**src/rtl/sync_gen_core_if.sv**
```systemverilog
// sync_gen_core_if: bundles the control word, pps reference and sync outputs of sync_gen_core
//   period_sel (ctrl word), ext_pps (async ref) -> core; sync_out, sync_count, running, period_log2_active <- core
interface sync_gen_core_if;
  logic [31:0] period_sel;
  logic        ext_pps;
  logic        sync_out;
  logic [31:0] sync_count;
  logic        running;
  logic [4:0]  period_log2_active;
  modport master (output period_sel, ext_pps, input sync_out, sync_count, running, period_log2_active);
  modport slave (input period_sel, ext_pps, output sync_out, sync_count, running, period_log2_active);
endinterface

```
**src/rtl/sync_gen_core.sv**
```systemverilog
// sync_gen_core: 2^N-cycle sync pulse generator aligned to an external pps
//   user_clk/user_rst_n (async active-low); bus.slave carries period_sel/ext_pps in,
//   sync_out/sync_count/running/period_log2_active out (all flop-driven)
module sync_gen_core #(
  parameter int MIN_LOG2        = 4,
  parameter int PPS_SYNC_STAGES = 2
) (
  input logic            user_clk,
  input logic            user_rst_n,
  sync_gen_core_if.slave bus
);
  localparam logic [1:0] IDLE  = 2'd0;
  localparam logic [1:0] ARMED = 2'd1;
  localparam logic [1:0] RUN   = 2'd2;
  localparam logic [4:0] MIN_N = 5'(MIN_LOG2);
  logic [4:0]                 n_q, n_req, n_act;
  logic                       en_q, arm_q, arm_prev, primed;
  logic [PPS_SYNC_STAGES-1:0] pps_sync;
  logic                       pps_prev, pps_edge;
  logic [1:0]                 state, nxt;
  logic [31:0]                phase, phase_nxt, limit, count;
  logic                       arm_edge, wrap, pulse, load, sync_q, run_q;
  logic                       unused_sel;
  assign unused_sel = &{1'b0, bus.period_sel[31:13], bus.period_sel[11:9], bus.period_sel[7:5]};
  always_comb begin
    arm_edge  = arm_q & ~arm_prev;
    n_req     = n_q < MIN_N ? MIN_N : n_q;
    limit     = (32'd1 << n_act) - 32'd1;
    wrap      = phase == limit;
    // the pulse trails the phase-0 cycle by one edge, which gives the entry pulse its extra cycle
    pulse     = state == RUN && phase == 32'd0 && en_q;
    nxt       = !en_q           ? IDLE :
                state == IDLE   ? (arm_edge ? ARMED : IDLE) :
                state == ARMED  ? (pps_edge ? RUN : ARMED) :
                state == RUN    ? (arm_edge ? ARMED : RUN) : IDLE;
    phase_nxt = nxt == RUN && state == RUN ? (wrap ? 32'd0 : phase + 32'd1) : 32'd0;
    load      = nxt == RUN && (state != RUN || wrap);
  end
  always_ff @(posedge user_clk or negedge user_rst_n)
    if (!user_rst_n) begin
      n_q      <= '0;
      en_q     <= 1'b0;
      arm_q    <= 1'b0;
      arm_prev <= 1'b0;
      primed   <= 1'b0;
      pps_sync <= '0;
      pps_prev <= 1'b0;
      pps_edge <= 1'b0;
      state    <= IDLE;
      phase    <= '0;
      n_act    <= MIN_N;
      sync_q   <= 1'b0;
      run_q    <= 1'b0;
      count    <= '0;
    end else begin
      n_q      <= bus.period_sel[4:0];
      en_q     <= bus.period_sel[8];
      arm_q    <= bus.period_sel[12];
      primed   <= 1'b1;
      // first cycle after reset seeds the history from the live bit so a held arm is not a command
      arm_prev <= primed ? arm_q : bus.period_sel[12];
      pps_sync <= PPS_SYNC_STAGES'({pps_sync, bus.ext_pps});
      pps_prev <= pps_sync[PPS_SYNC_STAGES-1];
      pps_edge <= pps_sync[PPS_SYNC_STAGES-1] & ~pps_prev;
      state    <= nxt;
      phase    <= phase_nxt;
      run_q    <= nxt == RUN;
      sync_q   <= pulse;
      if (load) n_act <= n_req;
      if (pulse) count <= count + 32'd1;
    end
  assign bus.sync_out           = sync_q;
  assign bus.sync_count         = count;
  assign bus.running            = run_q;
  assign bus.period_log2_active = n_act;
endmodule

```
**src/flat_wrapper.sv**
```systemverilog
// flat-port wrapper written by rule: the top's interface ports become plain ports
module sync_gen_core_flat 
#(
  parameter int MIN_LOG2        = 4,
  parameter int PPS_SYNC_STAGES = 2
)
  (user_clk, user_rst_n, bus_period_sel, bus_ext_pps, bus_sync_out, bus_sync_count, bus_running, bus_period_log2_active);
  sync_gen_core_if bus_i ();
  input logic user_clk;
  input logic user_rst_n;
  input wire logic [$bits(bus_i.period_sel)-1:0] bus_period_sel;
  input wire logic [$bits(bus_i.ext_pps)-1:0] bus_ext_pps;
  output wire logic [$bits(bus_i.sync_out)-1:0] bus_sync_out;
  output wire logic [$bits(bus_i.sync_count)-1:0] bus_sync_count;
  output wire logic [$bits(bus_i.running)-1:0] bus_running;
  output wire logic [$bits(bus_i.period_log2_active)-1:0] bus_period_log2_active;
  assign bus_i.period_sel = bus_period_sel;
  assign bus_i.ext_pps = bus_ext_pps;
  assign bus_sync_out = bus_i.sync_out;
  assign bus_sync_count = bus_i.sync_count;
  assign bus_running = bus_i.running;
  assign bus_period_log2_active = bus_i.period_log2_active;
  sync_gen_core #(.MIN_LOG2(MIN_LOG2), .PPS_SYNC_STAGES(PPS_SYNC_STAGES)) u_core (.user_clk(user_clk), .user_rst_n(user_rst_n), .bus(bus_i));
endmodule
```
**config.mk**
```make
export PLATFORM = sky130hd
export DESIGN_NAME = sync_gen_core_flat
export DESIGN_NICKNAME = d
export VERILOG_FILES = /design/src/rtl/sync_gen_core_if.sv /design/src/rtl/sync_gen_core.sv /design/src/flat_wrapper.sv
export SDC_FILE = /design/constraint.sdc
export NUM_CORES = 1
export LEC_CHECK = 0
export ABC_AREA = 1
export CAP_MARGIN = 20
export CORE_ASPECT_RATIO = 0.75
export CORE_MARGIN = 10
export CORE_UTILIZATION = 50
export DETAILED_ROUTE_END_ITERATION = 8
export PLACE_DENSITY_LB_ADDON = 0.12
export SYNTH_ARGS = -nofsm -noshare
export SYNTH_HDL_FRONTEND = slang
export SYNTH_SLANG_ARGS = --single-unit
```
**constraint.sdc**
```tcl
create_clock -name user_clk -period 2.4 [get_ports user_clk]
set_input_delay 0.6 -clock user_clk [delete_from_list [all_inputs] [get_ports user_clk]]
set_output_delay 0.6 -clock user_clk [all_outputs]
set_load 0.01 [all_outputs]
```
## Word level (Yosys, flattened, before mapping)

Index checks and enable logic that the tools add are counted.

- Equality and inequality tests: 5
- Divide/modulo/power cells: 0
- Muxes and demuxes: 11
- Add/sub/neg operators: 3
- Magnitude comparators: 1
- Shifts and indexed selects: 1
- Reductions and logical operators: 7
- Bitwise gates (word level): 4
- Multiply operators: 0

Operators with widths:

| kind | count |
|---|---|
| $add A32 B1 Y32 const B | 2 |
| $mux W32 | 2 |
| $eq A32 B32 Y1 | 1 |
| $logic_not A32 Y1 | 1 |
| $shl A1 B5 Y32 const A | 1 |
| $sub A32 B1 Y32 const B | 1 |
| $mux W2 | 6 |
| $lt A5 B3 Y1 const B | 1 |
| $mux W5 | 1 |
| $eq A2 B2 Y1 const B | 2 |
| $logic_and A1 B1 Y1 | 4 |
| $and A1 B1 Y1 | 2 |
| $eq A2 B1 Y1 const B | 1 |
| $logic_not A2 Y1 | 1 |
| $mux W1 | 2 |
| $ne A2 B2 Y1 const B | 1 |
| $not A1 Y1 | 2 |
| $logic_or A1 B1 Y1 | 1 |

- Bits in latches: 0
- Logic and storage cells: 46
- Bits in writable memories: 0
- Output and inout port bits: 39
- ROM bits: 0
- Memories kept: 0
- Flip-flop bits (word level): 86

## Logic depth before layout (Yosys ltp)

Gate-level depths: netlist of the first run.

- Depth in word-level cells: 10
- Mapped depth: 22
- Depth with buffers taken out: 21

## Worst setup path before layout of the first run

OpenSTA, ideal clock, no wires.

- Path kind: flip-flop to flip-flop
- Start point: register u_core.n_act[4] (netlist: u_core.bus.period_log2_active[4])
- End point: register u_core.n_act[3] (netlist: u_core.bus.period_log2_active[3])
- Setup slack: -0.227 ns
- Arrival time: 2.510 ns
- Required time: 2.283 ns
- Setup time: 0.117 ns
- Clock period less this slack: 2.627 ns
- Stages on the path, launching flop included: 22
- Cell sequence: dfrtp_1 buf_6 nor2_1 buf_4 nand2_1 ha_1 inv_1 nand2_1 nand2_1 nand3_1 nor2_1 nand3_1 nor2_1 nand2_1 nor2_1 nand4_1 nor2_1 nand4_2 nand2_2 nand2_2 nand2_1 nand2_1

- Cells in the longest elaborated chain, start to end: 5

RTL lines:

| element | line | source |
|---|---|---|
| from (decl) | sync_gen_core.sv:16 | `logic [4:0] n_q, n_req, n_act;` |
| from (signal assigned) | sync_gen_core.sv:69 | `if (load) n_act <= n_req;` |
| $shl A1 B5 Y32 | sync_gen_core.sv:28 | `limit = (32'd1 << n_act) - 32'd1;` |
| $sub A32 B1 Y32 | sync_gen_core.sv:28 |  |
| $eq A32 B32 Y1 | sync_gen_core.sv:29 | `wrap = phase == limit;` |
| $logic_or A1 B1 Y1 | sync_gen_core.sv:37 | `load = nxt == RUN && (state != RUN \|\| wrap);` |
| $logic_and A1 B1 Y1 | sync_gen_core.sv:37 |  |

No other way between the ends.
A chain may end at the register's enable or synchronous reset.

## Worst setup path after layout of the first run

- Start point: register u_core.n_act[2] (netlist: u_core.bus.period_log2_active[2])
- End point: register u_core.phase[23]

- Cells in the longest elaborated chain, start to end: 5

RTL lines:

| element | line | source |
|---|---|---|
| $shl A1 B5 Y32 | sync_gen_core.sv:28 |  |
| $sub A32 B1 Y32 | sync_gen_core.sv:28 |  |
| $eq A32 B32 Y1 | sync_gen_core.sv:29 |  |
| $mux W32 (2 in a row) | sync_gen_core.sv:36 | `phase_nxt = nxt == RUN && state == RUN ? (wrap ? 32'd0 : phase + 32'd1) : 32'd0;` |
| named net u_core.phase_nxt[23] | sync_gen_core.sv:21 | `logic [31:0] phase, phase_nxt, limit, count;` |
| to (signal assigned) | sync_gen_core.sv:66 | `phase <= phase_nxt;` |
| to (decl) | sync_gen_core.sv:21 |  |

The timed path passes the listed nets, and every way through them passes these cells.

==> results of run 1 <==
==> cells in the final DEF (no fill, tap or decap), types with 9 or more instances in the layout <==
master,Yosys,final
nand2_1,271,259
buf_4,2,130
nor2_1,131,113
inv_1,107,105
dfrtp_1,85,84
nand3_1,83,79
xor2_1,58,57
clkdlybuf4s50_1,0,47
nor3_1,37,37
nand4_1,23,23
nor2_2,7,19
nand2_2,8,16
o21ai_0,13,13
nor4_1,15,12
inv_2,10,11
nor2_4,4,10
clkbuf_16,0,9
==> layer usage <==
| layer | part of all wire (%) | track usage (%) |
|---|---|---|
| met3 | 8.5 | 5.92 |
| met1 | 49 | 34.2 |
| met4 | 0.42 | 2.90 |
| met2 | 42 | 32.7 |
| met5 | 0 | 0 |
==> registers in the layout, indices dropped and copies added (netlist names) <==
signal and cells:
u_core.arm_prev 1, u_core.arm_q 1, u_core.bus.period_log2_active 5, u_core.bus.running 1
u_core.bus.sync_count 32, u_core.bus.sync_out 1, u_core.en_q 1, u_core.n_q 5
u_core.phase 32, u_core.pps_edge 1, u_core.pps_prev 1, u_core.pps_sync 2
u_core.primed 1, u_core.state 2
==> logic make-up (layout without fill, tap and decap cells) <==
logic type / after synthesis / count (layout)
other: 1 / 1
muxes: 1 / 1
AOI/OAI and AO/OA: 27 / 27
adders and majority gates: 4 / 4
and+or+nand+nor: 601 / 601
xor gates and xnor gates: 65 / 65
DFF: 86 / 86
buffers and inverters: 130 / 317
==> final cells by class <==
| cell class | count | area (sq um) | share of cell area (%) |
|---|---|---|---|
| clock buffer | 9 | 225 | 2.70 |
| multi-input combinational | 699 | 3670 | 44.0 |
| clock inverter | 7 | 76.3 | 0.916 |
| inverter | 118 | 445 | 5.35 |
| timing repair buffer | 183 | 1560 | 18.7 |
| sequential | 86 | 2150 | 25.9 |
| tap | 166 | 208 | 2.49 |
==> stage by stage <==
step	setup TNS [ns]	worst slack, ns	hold slack (ns)
2_1_floorplan	-1.83	-0.0819	0.304
5_1_grt	-17.72	-0.508	0.231
3_5_place_dp	-18.30	-0.576	0.337
4_1_cts	-11.55	-0.334	0.225
3_3_place_gp	-15.58	-0.489	0.332
6_report	-11.45	-0.334	0.209
==> where the power goes <==
part           switching, mW  total [mW]  leakage, nW  internal [mW]
sequential            0.0778        1.59         1.16           1.51
clock                  0.653        1.39        0.148          0.738
combinational           1.87        3.44         2.73           1.57
total                   2.60        6.42         4.03           3.82
==> repair_timing <==
| action | in CTS | in global routing |
|---|---|---|
| pin swaps | 13 | 16 |
| hold buffers | 0 | 0 |
| setup buffers | 3 | 6 |
| gates resized for setup | 17 | 26 |
| endpoints found under the setup margin | 37 | 43 |
==> worst max-delay path: stages (launching register included) <==
cell and delay [ns]:
dfstp_2 0.61, buf_4 0.16, nand2_4 0.07, buf_4 0.15, inv_1 0.11, nor2_1 0.10
nand2_1 0.12, nand2_2 0.09, nor2_4 0.17, nand2_1 0.08, nand2_1 0.08, nand2_1 0.05
nand2_1 0.07, nand2_1 0.06, nor2_2 0.14, nand4_4 0.18, nand3_4 0.14, buf_12 0.15
nor2_1 0.06
==> path summary, 6_finish.rpt <==
path	end	depth (start not counted)	startpoint	slack [ns]
min	u_core.bus.sync_out$_DFF_PN0_	1	user_rst_n	0.21
min in group user_clk	u_core.pps_sync[1]$_DFF_PN0_	0	u_core.pps_sync[0]$_DFF_PN0_	0.35
max reg2reg	u_core.phase[23]$_DFF_PN0_	18	u_core.bus.period_log2_active[2]$_DFFE_PN1P_	-0.33
min reg2reg	u_core.pps_sync[1]$_DFF_PN0_	0	u_core.pps_sync[0]$_DFF_PN0_	0.35
max	u_core.phase[23]$_DFF_PN0_	18	u_core.bus.period_log2_active[2]$_DFFE_PN1P_	-0.33
max in group asynchronous	u_core.bus.period_log2_active[2]$_DFFE_PN1P_	2	user_rst_n	1.55
==> cell usage after synthesis (2+ instances only) <==
library cell  count
nand2_2           8
nor2_2            7
inv_2            10
xor2_1           58
nand3b_1          7
o22ai_1           2
nor4_1           15
a21oi_1           4
clkbuf_1          3
nor2_4            4
ha_1              4
nand3_1          83
or2_2             3
inv_1           107
buf_4             2
buf_6             7
and3_1            3
xnor2_1           7
nand4_1          23
o21ai_0          13
o21bai_1          3
nor3_1           37
nand2_1         271
nor2_1          131
dfrtp_1          85
==> results.yml, run 1 <==
finish:
  final_cells: 1268
  fillCellCount: 1126
  final_nets: 1136
  num_antenna_cells: 0
  postLayoutCellArea_sq_um: 8330
  final_util_pct: 68.4
  area_delta_synth_final_pct: 35.1
  drive_gt1_share_pct: 21.5
clocking:
  clockBufferDepth: 2
  root_buffer: "clkbuf_16"
  clock_latency_ns: 0.35
  cts_made_buffers: 9
  cts_max_level: 3
  cts.sinks: 86
  clkTransAtPathRegs_ns: 0.07
  cts_tree: "built"
timing:
  fin_ws_ns: -0.334
  drv_slew: 0
  fin_crit_sh_pct: 114
  fin_worst_skew_ns: 0.00967
  fmax_ghz: 0.366
  finalHoldViolCount: 0
  relSlewSlack_pct: 62.7
  grt_setup_unrepaired: "true"
  worstMarginPinSlew_ns: 0.554
  setup_viol: 37
  post-route-min-period_ns: 2.73
logic_synthesis:
  yosysTopAreaCellShare_pct: 34.5
  synth_area_leaders: "dfrtp_1 (34%), nand2_1 (16%), xor2_1 (8.2%)"
  synthCells: 915
  synth_compound_area_share_pct: 2.60
  yosysUniqueCellTypes: 43
  synth_top_family_by_area: "simple AND/OR/NAND/NOR gates"
  synth_top_area_cell: "dfrtp_1"
  synth_edf_count: 0
  ys.flop_type: "dfrtp_1"
  syn_area_sq_um: 6170
  synth_xor_area_share_pct: 9.23
  async_reset_ff_share_pct: 100
  synth.area.mux_share_pct: 0.183
  yosysWarnings: 0
  seq_area_frac_synth_pct: 34.9
  synth.avg_cell_area_sq_um: 6.74
  syn_nets: 954
  synth_fa_ha_area_share_pct: 0.811
  synth_seq_cells: 86
  yosys.area_share.simple_pct: 43.3
detailed_routing:
  wl_per_cell_microns: 15.3
  ant_nets: 0
  drc: 0
  route.vias.total: 6535
  drtPass1Iterations: 5
  drt_iter0_drc: 631
  avgViaCountPerCell: 5.15
  routed_wl_mm: 19.4
global_routing:
  grt_usage_pct: 22.8
  grt_max_degree: 40
  antenna_found_initial: 0
  grt_pass1_wl_mm: 31.3
  grt_pass1_vias: 6020
  grt_overflow_total: 0
die:
  boundaryPins: 74
  initial_core_util_pct: 50.7
  row_count: 35
  core_sq_um: 12200
  die-area_sq_um: 17200
  chipHeight_microns: 116
  die_w_microns: 148
power_and_ir_drop:
  power_mw: 6.42
  p_leak_nw: 4.03
  ir_drop_mv: 0.581
  power_density_nw_per_um2: 770
critical_path:
  crit_arrival_ns: 2.96
  cp_max_fo: 15
  cp.required_ns: 2.63
  critPathKind: "flip-flop to flip-flop"
  start_kind: "flip-flop"
  worst_setup_path_end_kind: "flip-flop"
outcome:
  outcome: "complete, but fails checks"
  violations: "negative setup slack"
placement:
  placed_cell_area_sq_um: 7810
  hpwlAfterDp_mm: 15.9
  placed_cells: 1243
  gp_congestion: 0.980
  port_buffers: 48
worst_hold_path:
  worstHoldPathType: "input port to asynchronous set/reset pin"
job:
  drv_cap: 0
Power figures use the tool's default switching activity.
==> run 2: changes to the inputs <==
CORE_MARGIN = not set   (was 10)
CTS_CLUSTER_DIAMETER = 40   (was not set)
==> results.yml, run 2 (synthesis results as in run 1) <==
clocking:
  cts_made_buffers: 9
  cts_tree: "built"
  clkTransAtPathRegs_ns: 0.07
  cts.sinks: 86
  cts_max_level: 3
  root_buffer: "clkbuf_16"
  clock_latency_ns: 0.34
  clockBufferDepth: 2
  ctsHoldBuffers: 0
power_and_ir_drop:
  power_mw: 6.57
  power_density_nw_per_um2: 770
  ir_drop_mv: 0.726
  p_leak_nw: 4.07
timing:
  fin_crit_sh_pct: 118
  relSlewSlack_pct: 66.5
  drv_slew: 0
  setup_viol: 37
  grt_setup_unrepaired: "true"
  fin_worst_skew_ns: 0.00649
  fin_ws_ns: -0.428
  finalHoldViolCount: 0
  fmax_ghz: 0.354
  worstMarginPinSlew_ns: 0.498
  post-route-min-period_ns: 2.83
finish:
  num_antenna_cells: 0
  postLayoutCellArea_sq_um: 8530
  multi_input_area_sq_um: 3780
  final-seq-area_sq_um: 2160
  final_common_cell: "nand2_1"
  fillCellCount: 1021
  mostFrequentLayoutCells: "nand2_1 (252), buf_4 (132), inv_1 (102)"
  final_nets: 1143
  final_cells: 1271
  drive_gt1_share_pct: 25.2
  area_delta_synth_final_pct: 38.3
global_routing:
  grt_max_degree: 58
  grt_usage_pct: 31.6
  grtUsageMet3_pct: 6.96
  use_met1_pct: 50.3
  antenna_found_initial: 0
  met2_usage_pct: 43.7
  grt_overflow_total: 0
  grt_pass1_wl_mm: 30.9
  top_usage_layer: "met1"
  grt_pass1_vias: 5948
detailed_routing:
  ant_nets: 0
  avgViaCountPerCell: 5.33
  route.vias.total: 6772
  routed_wl_mm: 19.9
  drtPass1Iterations: 5
  drt_iter0_drc: 674
  wl_per_cell_microns: 15.6
  drc: 0
critical_path:
  start_kind: "flip-flop"
  critPathKind: "flip-flop to flip-flop"
  cp_max_fo: 6
  cp.required_ns: 2.62
  worst_setup_path_end_kind: "flip-flop"
  crit_arrival_ns: 3.05
placement:
  port_buffers: 48
  placed_cells: 1241
  hpwlAfterDp_mm: 15.4
  placed_cell_area_sq_um: 7800
  gp_congestion: 0.998
die:
  core_sq_um: 11800
  die_w_microns: 130
  boundaryPins: 74
  initial_core_util_pct: 52.2
  die-area_sq_um: 12800
  chipHeight_microns: 98.2
  row_count: 34
outcome:
  outcome: "complete, but fails checks"
  violations: "negative setup slack"
job:
  drv_cap: 0
worst_hold_path:
  worstHoldPathType: "input port to asynchronous set/reset pin"
## run 2: layout make-up
cell class              instances  share of cell area, %
multi-input cells             699                   44.3
flip-flops and latches         86                   25.3
repair buffers                190                   19.3
inverters                     118                   5.22
clock buffers                  10                   2.68
well taps                     162                   2.38
clock inverters                 6                  0.807
## run 2: repair_timing
action                                  4_1_cts  5_1_grt
endpoints found under the setup margin       37       44
gates cloned                                  0        3
setup buffers                                 5        6
pin swaps                                    26       26
resized for setup                            31       56
## run 2: path summary, 6_finish.rpt
check,to,start,cells past startpoint,slack [ns]
worst max register to register,u_core.phase[16]$_DFF_PN0_,u_core.bus.period_log2_active[2]$_DFFE_PN1P_,20,-0.43
worst max-delay path,u_core.phase[16]$_DFF_PN0_,u_core.bus.period_log2_active[2]$_DFFE_PN1P_,20,-0.43
worst min register to register,u_core.pps_sync[1]$_DFF_PN0_,u_core.pps_sync[0]$_DFF_PN0_,0,0.36
max in group asynchronous,u_core.bus.period_log2_active[2]$_DFFE_PN1P_,user_rst_n,2,1.82
worst min-delay path,u_core.phase[20]$_DFF_PN0_,user_rst_n,2,0.24
min in group user_clk,u_core.pps_sync[1]$_DFF_PN0_,u_core.pps_sync[0]$_DFF_PN0_,0,0.36
## run 2: worst max-delay path, cell delays in order, from the launching register on
cell and delay [ns]:
dfstp_2 0.61, inv_4 0.05, nand2_4 0.06, nor2_4 0.04, nand2_2 0.08, ha_4 0.21
inv_2 0.05, nand2_2 0.04, nand2_2 0.07, nand3_2 0.07, nor2_2 0.10, nand3_1 0.06
nor2_1 0.10, nand2_1 0.11, nor2_2 0.13, nand4_1 0.11, nor2_2 0.17, nand4_4 0.18
nand3_4 0.22, clkbuf_16 0.19, nor2_1 0.05
## run 2: power by group
part | internal, mW | switching (mW)
combinational | 1.61 | 1.94
clock | 0.817 | 0.617
sequential | 1.51 | 0.0714
## run 2: through the flow
| step | utilization (%) | setup TNS [ns] | hold slack, ns | setup WS (ns) |
|---|---|---|---|---|
| global route | 72.1 | -17.98 | 0.266 | -0.540 |
| finish | 72.1 | -13.35 | 0.242 | -0.428 |
| global placement | 66.0 | -10.38 | 0.333 | -0.346 |
| detailed placement | 66.0 | -11.94 | 0.345 | -0.375 |
| floorplan | - | -1.83 | 0.304 | -0.0819 |
| CTS | 69.8 | -9.66 | 0.263 | -0.290 |
## run 2: layer usage
metal  up-vias  routed length, microns
met2       329                    8140
met3        14                    2010
met4         0                     117
met5         -                       0
met1      3145                    9630
li1       3284                       -
==> run 3: changes to the inputs <==
PLACE_DENSITY = 0.76   (was not set)
PLACE_DENSITY_LB_ADDON = not set   (was 0.12)
==> results.yml, run 3 (synthesis results as in run 1) <==
timing:
  grt_setup_unrepaired: "true"
  fin_crit_sh_pct: 116
  post-route-min-period_ns: 2.77
  holdWs_ns: 0.201
  setup_viol: 37
  finalHoldViolCount: 0
  setup_tns_ns: -12.45
  fin_worst_skew_ns: 0.0162
  drv_slew: 0
  fin_ws_ns: -0.375
  fmax_ghz: 0.360
  worstMarginPinSlew_ns: 0.534
  relSlewSlack_pct: 64.1
critical_path:
  worst_setup_path_end_kind: "flip-flop"
  cp.required_ns: 2.62
  rr_worst_depth: 19
  crit_arrival_ns: 3.00
  cp_max_fo: 15
  start_kind: "flip-flop"
  critPathKind: "flip-flop to flip-flop"
finish:
  final_cells: 1252
  fillCellCount: 989
  num_antenna_cells: 0
  postLayoutCellArea_sq_um: 8250
  mostFrequentLayoutCells: "nand2_1 (255), buf_4 (119), nor2_1 (115)"
  final_util_pct: 69.8
  final_nets: 1124
  drive_gt1_share_pct: 21.3
  final_common_cell: "nand2_1"
  area_delta_synth_final_pct: 33.7
detailed_routing:
  drtPass1Iterations: 5
  route.vias.total: 6610
  routed_wl_mm: 18.8
  drt_iter0_drc: 519
  drc: 0
  ant_nets: 0
  wl_per_cell_microns: 15.0
  avgViaCountPerCell: 5.28
power_and_ir_drop:
  power_density_nw_per_um2: 775
  ir_drop_mv: 0.579
  p_leak_nw: 3.95
  power_mw: 6.40
clocking:
  cts.sinks: 86
  cts_tree: "built"
  cts_made_buffers: 9
  clockBufferDepth: 2
  cts_max_level: 3
  root_buffer: "clkbuf_16"
  clkTransAtPathRegs_ns: 0.08
  clock_latency_ns: 0.35
  ctsHoldBuffers: 0
die:
  boundaryPins: 74
  core_sq_um: 11800
  initial_core_util_pct: 52.2
  chipHeight_microns: 98.2
  die_w_microns: 130
  row_count: 34
  die-area_sq_um: 12800
placement:
  gp_congestion: 1.01
  port_buffers: 48
  placed_cells: 1233
  placed_cell_area_sq_um: 7740
  preCtsSetupSlack_ns: -0.330
  hpwlAfterDp_mm: 14.5
worst_hold_path:
  worstHoldPathType: "input port to asynchronous set/reset pin"
outcome:
  outcome: "complete, but fails checks"
  violations: "negative setup slack"
global_routing:
  antenna_found_initial: 0
  grt_overflow_total: 0
  grt_max_degree: 37
  grt_pass1_wl_mm: 29.4
  grt_pass1_vias: 5948
  grt_usage_pct: 30.1
job:
  drv_cap: 0
run 3: critical path, cell delays in order, from the launching register on:
cell	delay, ns
dfstp_2	0.63
inv_4	0.06
nand2_4	0.08
nor2_4	0.04
nand2_2	0.09
ha_4	0.16
nand2_2	0.08
nor2_4	0.13
nand2_4	0.09
nor2_4	0.18
nand2_1	0.07
nand2_1	0.11
nand2_1	0.08
nand2_1	0.08
nand2_1	0.06
nor2_1	0.17
nand4_4	0.20
nand3_4	0.14
buf_12	0.15
nor2_1	0.05
run 3: layout make-up:
cell class                      count  area [sq um]  area share (%)
Multi-Input combinational cell    699          3690            44.8
Sequential cell                    86          2160            26.1
Timing Repair Buffer              171          1460            17.6
Inverter                          118           445            5.40
Clock buffer                        9           225            2.73
Tap cell                          162           203            2.46
Clock inverter                      7          72.6           0.879
run 3: power by group:
| group | internal (mW) | total [mW] | switching (mW) |
|---|---|---|---|
| Sequential | 1.51 | 1.61 | 0.0942 |
| Combinational | 1.52 | 3.40 | 1.88 |
| Clock | 0.735 | 1.39 | 0.655 |
run 3: layer usage:
layer  track usage (%)  vias up  part of all wire (%)
li1                  -     3247                     -
met1              46.1     3064                    48
met2              43.4      273                    42
met3              5.32       26                   8.5
met4              7.42        0                   1.6
met5                 0        -                     0
run 3: path summary, 6_finish.rpt:
check / start / to / slack (ns)
max reg2reg: u_core.bus.period_log2_active[2]$_DFFE_PN1P_ / u_core.phase[16]$_DFF_PN0_ / -0.37
min: user_rst_n / u_core.phase[2]$_DFF_PN0_ / 0.20
max: u_core.bus.period_log2_active[2]$_DFFE_PN1P_ / u_core.phase[16]$_DFF_PN0_ / -0.37
max in group asynchronous: user_rst_n / u_core.phase[25]$_DFF_PN0_ / 1.59
min in group user_clk: u_core.pps_sync[0]$_DFF_PN0_ / u_core.pps_sync[1]$_DFF_PN0_ / 0.35
min reg2reg: u_core.pps_sync[0]$_DFF_PN0_ / u_core.pps_sync[1]$_DFF_PN0_ / 0.35
run 3: what timing repair did:
action,in CTS,in global routing
setup endpoints to repair,41,43
setup buffers,2,1
pin swaps,5,17
resized for setup,15,36
